File: src/rtl/dsp_systolic_18x18u.sv
// Unsigned systolic multiply-accumulate chain: NUM lanes of ax*ay summed along a cascade,
// lane NUM-1 with PIPELINE register stages, each lower lane one cascade stage later.
module dsp_systolic_18x18u #(
  parameter string       FAMILY         = "Agilex",
  parameter int unsigned PIPELINE       = 3,
  parameter int unsigned AX_WIDTH       = 18,
  parameter int unsigned AY_WIDTH       = 18,
  parameter int unsigned NUM            = 4,
  parameter int unsigned RESULT_A_WIDTH = 64
) (
  input  logic                      clk,
  input  logic                      reset,
  input  logic [AX_WIDTH-1:0]       ax [NUM],
  input  logic [AY_WIDTH-1:0]       ay [NUM],
  output logic [RESULT_A_WIDTH-1:0] result
);

  localparam int unsigned PW       = AX_WIDTH + AY_WIDTH;
  localparam int unsigned RW       = RESULT_A_WIDTH;
  // PIPELINE=2: one input stage; 3: two input stages; 4: two input stages plus product stage.
  localparam int unsigned InStages = (PIPELINE >= 3) ? 2 : 1;
  localparam bit          ProdReg  = (PIPELINE >= 4);

  logic [RW-1:0] chain [NUM];

  for (genvar i = 0; i < NUM; i++) begin : g_lane
    logic [AX_WIDTH-1:0] ax_q [InStages];
    logic [AY_WIDTH-1:0] ay_q [InStages];
    logic [PW-1:0]       mult;
    logic [PW-1:0]       prod;
    logic [RW-1:0]       chain_in;
    logic [RW-1:0]       c_q;

    always_ff @(posedge clk) begin
      if (reset) begin
        for (int s = 0; s < InStages; s++) begin
          ax_q[s] <= '0;
          ay_q[s] <= '0;
        end
      end else begin
        ax_q[0] <= ax[i];
        ay_q[0] <= ay[i];
        for (int s = 1; s < InStages; s++) begin
          ax_q[s] <= ax_q[s-1];
          ay_q[s] <= ay_q[s-1];
        end
      end
    end

    assign mult = PW'(ax_q[InStages-1]) * PW'(ay_q[InStages-1]);

    if (ProdReg) begin : g_prod_reg
      logic [PW-1:0] prod_q;
      always_ff @(posedge clk) begin
        if (reset) prod_q <= '0;
        else       prod_q <= mult;
      end
      assign prod = prod_q;
    end else begin : g_prod_comb
      assign prod = mult;
    end

    // Lane 0 starts the cascade from zero.
    if (i == 0) begin : g_head
      assign chain_in = '0;
    end else begin : g_link
      assign chain_in = chain[i-1];
    end

    always_ff @(posedge clk) begin
      if (reset) c_q <= '0;
      else       c_q <= RW'(prod) + chain_in;
    end

    assign chain[i] = c_q;
  end

  assign result = chain[NUM-1];

endmodule

File: config.mk
export PLATFORM = sky130hd
export DESIGN_NAME = dsp_systolic_18x18u
export DESIGN_NICKNAME = d
export VERILOG_FILES = /design/src/rtl/dsp_systolic_18x18u.sv
export SDC_FILE = /design/constraint.sdc
export NUM_CORES = 2
export LEC_CHECK = 0
export CORE_MARGIN = 2
export CORE_UTILIZATION = 50
export CTS_BUF_LIST = sky130_fd_sc_hd__clkbuf_16
export DETAILED_ROUTE_END_ITERATION = 8
export PLACE_DENSITY = 0.64
export SETUP_SLACK_MARGIN = 0.02
export SYNTH_ARGS = -nofsm -noshare
export SYNTH_HDL_FRONTEND = slang
export SYNTH_SLANG_ARGS = --single-unit
File: constraint.sdc
create_clock -name clk -period 15.4 [get_ports clk]
set_input_delay 2.31 -clock clk [delete_from_list [all_inputs] [get_ports clk]]
set_output_delay 2.31 -clock clk [all_outputs]
set_load 0.02 [all_outputs]
After elaboration in Yosys (flattened, before gate mapping)

Memories as Yosys holds them, arrays and structs flattened.
Index checks and enable logic that the tools add are counted.

Register bits after elaboration: 256
Latch bits: 0
RAM bits: 288
ROM bits: 0
Input bits: 146
Output and inout port bits: 64
Word-level logic and storage cells: 55
Memories kept: 8

Memory list:

| name           | words | width | read ports | clocked after memory_dff | wr ports | line | source |
|---|---|---|---|---|---|---|---|
| g_lane[0].ax_q | 2     | 18    | 2          | 0                        | 2        | 27   | `logic [AX_WIDTH-1:0] ax_q [InStages];` |
| g_lane[0].ay_q | 2     | 18    | 2          | 0                        | 2        | 28   | `logic [AY_WIDTH-1:0] ay_q [InStages];` |
| g_lane[1].ax_q | 2     | 18    | 2          | 0                        | 2        | 27   |  |
| g_lane[1].ay_q | 2     | 18    | 2          | 0                        | 2        | 28   |  |
| g_lane[2].ax_q | 2     | 18    | 2          | 0                        | 2        | 27   |  |
| g_lane[2].ay_q | 2     | 18    | 2          | 0                        | 2        | 28   |  |
| +2 memories    | n/a   | n/a   | n/a        | n/a                      | n/a      | n/a  |  |

Add/subtract/negate cells: 3
$mul: 4
Div/mod/pow operators: 0
Magnitude comparators: 0
Eq/ne operators: 0
Shift-type cells: 0
Mux-type cells: 19
Bitwise logic cells: 16
Reduce and logical (&&, ||, !) cells: 0

Operator list:

| cell                                           | number |
|---|---|
| 18-bit 2-to-1 mux                              | 16 |
| 36-bit by 64-bit adder with 64-bit output      | 3 |
| 18-bit by 18-bit multiplier with 36-bit output | 4 |
| 1-bit bitwise OR                               | 16 |
| 1-bit 2-to-1 mux                               | 3 |

Depth between registers and ports, before layout

Word-level depth: 3
Gate-level depth with buffers: 25
Depth with buffers taken out: 23

Least setup slack after synthesis

OpenSTA, ideal clock, no wires.

Path kind: reg-to-reg
Start point: mem g_lane[3].ax_q[1][14] (netlist: g_lane[3].ax_q[0][32])
End point: reg g_lane[3].c_q[40] (netlist: result[40])
Library setup time: 135 ps
Data arrival time: 5,989 ps
Data required time: 15,265 ps
Setup slack: 9,275 ps
Cell stages (with the launch flop): 24
Buffers on the path: 1
Clock period less this slack: 6,125 ps
Cell sequence: dfxtp_1 clkbuf_1 nand2_1 fa_1 inv_1 fa_1 inv_1 fa_1 inv_1 fa_1 fa_1 inv_1 fa_1 inv_1 ha_1 a21oi_1 o221ai_1 a221o_1 o21ai_1 a21oi_1 o21ai_2 o21bai_2 a2111oi_2 nor4b_1

RTL lines:

| element              | line | source |
|---|---|---|
| start, declared      | 27   |  |
| end signal, assigned | 72   | `else c_q <= RW'(prod) + chain_in;` |
| end, declared        | 32   | `logic [RW-1:0] c_q;` |

==> results.yml <==
die:
  die_w_microns: 345.1
  num_rows: 125
  dieArea_sq_um: 119100
  core_area_sq_um: 115700
  die_h_microns: 345.1
  initial_utilization_pct: 50.26
  ios: 210
sta:
  layout_setup_ws_ns: 8.470
  tns_ns: 0
  finalCritPeriodShare_pct: 45.00
  finalClockSkew_ns: 0.03566
  drv_slew: 0
  slew_headroom_pct: 33.33
  finalSetupViolCount: 0
  fin_crit_ns: 6.930
  hold_viol: 0
  rsz0062_at_grt: "no"
  clock.fmax_mhz: 144.3
  tightest_slew_ns: 0.9987
cts:
  cts_tree: "done"
  postCtsResizedCells: 0
  cts_root_buffer: "clkbuf_16"
  post-cts-setup-buffer-count: 0
  clkLatencyLatePin_ns: 0.68
  htree_levels: 2
  clock-sinks: 444
  clockBufferDepth: 3
  cts_inserted_buffers: 52
  clk_pin_slew_worst_paths_ns: 0.07
  hold_buffers: 0
drt:
  drtIter0Drc: 1994
  wirelength_mm: 138.6
  via_per_inst: 5.085
  drc: 0
  num_vias: 40380
  dr.pass1.iters: 5
  wire_per_inst_microns: 17.46
  antenna_left: 0
worst_setup_path:
  r2r_slack_ns: 8.47
  crit_path_end: "result[40]"
  path_delay_family: "adder cells"
  cp_data_required_time_ns: 15.89
  cpMostUsedCell: "fa_1"
  slowest_delay_ns: 0.75
  cp-end-kind: "register"
  cp.buffers_inverters: 5
  worstSetupStartpointType: "register"
  r2r-start: "g_lane[3].ax_q[0][29]"
  reg2reg_depth: 22
  crit_fanout: 18
  reg2reg_to: "result[40]"
  cp.depth: 22
  worstSetupStartpoint: "g_lane[3].ax_q[0][29]"
  worstPathArrival_ns: 7.42
  criticalPathCategory: "register to register"
  crit_chain: "nand2_1 -> fa_1 -> inv_1 -> fa_1 -> inv_1 -> fa_1 -> inv_1 -> fa_1 -> fa_1 -> inv_1 -> fa_1 -> inv_1 -> ha_1 -> a21oi_1 -> o221ai_1 -> a221o_1 -> o21ai_1 -> a21oi_1 -> o21ai_2 -> o21bai_2 -> a2111oi_2 -> nor4b_1"
  slowest_stage: "dfxtp_1"
layout:
  fin_cells: 7942
  mostFrequentLayoutCell: "inv_1"
  mostFrequentLayoutCells: "1514 x inv_1, 1126 x fa_1, 817 x nand2_1, 566 x and2_1, 472 x ha_1"
  area_growth_pct: 7.886
  layout-drive-gt1-share_pct: 1.979
  final_nets: 8121
power_and_ir_drop:
  powerDensity_nw_per_um2: 56.98
  max-vdd-ir-drop_mv: 0.08253
  p_leak_nw: 32.20
synth:
  ys_seq_area_share_pct: 15.28
  yosys_warnings: 0
  netlist_area_sq_um: 58160
  synth_edf_count: 0
  yosys_register_bits: 444
  synthFlopType: "dfxtp_1"
  ys_async_sr_fraction_pct: 0
  ys_types: 81
  netlist_instances: 6379
  avgSynthCellArea_sq_um: 9.118
placed_design:
  pre_cts_ws_ns: 8.490
  io_buffers: 186
  place.gp.congestion: 0.8951
  hpwl_mm: 110.2
  dp.cells: 7847
min_path:
  hold_path_class: "register to register"
global_route:
  first_global_vias: 43580
  antenna_found_initial: 0
  track_usage_pct: 24.20
  grt_max_degree: 136
  grt_pass1_wl_mm: 229.6
  grt_overflow: 0
flow_run:
  drv_cap: 0
status:
  status: "finished clean"
==> sequential cells by signal, summed over array words and instances, names as in the netlist <==
signal and flops:
g_lane.ax_q 144, g_lane.ay_q 144, g_lane.c_q 115, result 41
==> per-stage QoR <==
stage / instance area, sq um / power (mW) / hold WS, ns / utilization (%)
6_report: 62750 / 3.576 / 0.4317 / 54.22
3_3_place_gp: 60980 / 2.289 / 0.4171 / 52.69
4_1_cts: 62750 / 3.628 / 0.4337 / 54.22
3_5_place_dp: 60980 / 2.304 / 0.4204 / 52.69
2_1_floorplan: 58250 / 1.966 / 0.4138 / -
5_1_grt: 62750 / 3.794 / 0.4448 / 54.22
==> area by class of cell <==
class / count / area (sq um)
clock inverters: 42 / 466.7
flip-flops and latches: 444 / 8889
inverters: 1511 / 5672
clock buffers: 52 / 1301
fillers: 10690 / 52980
diodes: 1 / 2.502
repair buffers: 198 / 1957
well taps: 1524 / 1907
multi-input cells: 4170 / 42560
==> synthesized netlist by cell type (all sizes together), types with 5 or more instances <==
| cell type | instances | share of area, % |
|---|---|---|
| a211o | 9 | 0.14 |
| a211oi | 19 | 0.26 |
| a21o | 92 | 1.2 |
| a21oi | 105 | 0.94 |
| a31oi | 22 | 0.25 |
| and2 | 566 | 6.1 |
| and3 | 20 | 0.22 |
| and4 | 7 | 0.11 |
| buf | 27 | 0.34 |
| clkbuf | 249 | 1.6 |
| dfxtp | 444 | 15 |
| fa | 1126 | 39 |
| ha | 472 | 10 |
| inv | 1511 | 9.8 |
| nand2 | 817 | 5.3 |
| nand2b | 12 | 0.13 |
| nand3 | 24 | 0.21 |
| nand4 | 16 | 0.17 |
| nor2 | 168 | 1.1 |
| nor2b | 328 | 3.5 |
| nor3 | 33 | 0.28 |
| nor3b | 5 | 0.065 |
| o211ai | 12 | 0.16 |
| o21a | 22 | 0.28 |
| o21ai | 71 | 0.62 |
| o21bai | 15 | 0.20 |
| o31ai | 5 | 0.097 |
| xnor2 | 56 | 0.84 |
| xor2 | 52 | 0.78 |
==> layer usage <==
metal,track usage (%),part of all wire (%),vias to the layer above
met3,2.343,4.2,240
li1,-,-,18650
met1,30.63,41,20550
met5,0,0,-
met2,43.20,51,943
met4,8.405,3.6,0
==> worst min-delay path by stage <==
stage                     startpoint                     to  slack (ns)  depth (start not counted)
2_1_floorplan   g_lane[0].ax_q[0][0]  g_lane[0].ax_q[0][18]        0.41                          1
3_3_place_gp   g_lane[1].ay_q[0][11]  g_lane[1].ay_q[0][29]        0.42                          1
3_5_place_dp    g_lane[0].ax_q[0][7]  g_lane[0].ax_q[0][25]        0.42                          1
4_1_cts        g_lane[3].ay_q[0][15]  g_lane[3].ay_q[0][33]        0.43                          1
5_1_grt         g_lane[1].ay_q[0][2]  g_lane[1].ay_q[0][20]        0.44                          1
6_report        g_lane[0].ax_q[0][7]  g_lane[0].ax_q[0][25]        0.43                          1
==> cell families after synthesis <==
| logic type | after synthesis | synth area share, % |
|---|---|---|
| multiplexers | 4 | 0.07529 |
| other | 1 | 0.006447 |
| AND/OR/NAND/NOR | 2015 | 17.38 |
| buffers and inverters | 1787 | 11.69 |
| flip-flops | 444 | 15.28 |
| adder cells (fa/ha/maj) | 1598 | 48.91 |
| XOR/XNOR | 108 | 1.626 |
| AO/OA/AOI/OAI | 422 | 5.025 |
==> power by group <==
part	switching (mW)	internal [mW]
combinational	0.538	0.376
sequential	0.126	1.23
clock	0.561	0.743
total	1.23	2.35
Note: power is estimated with default switching activity, not from simulation.
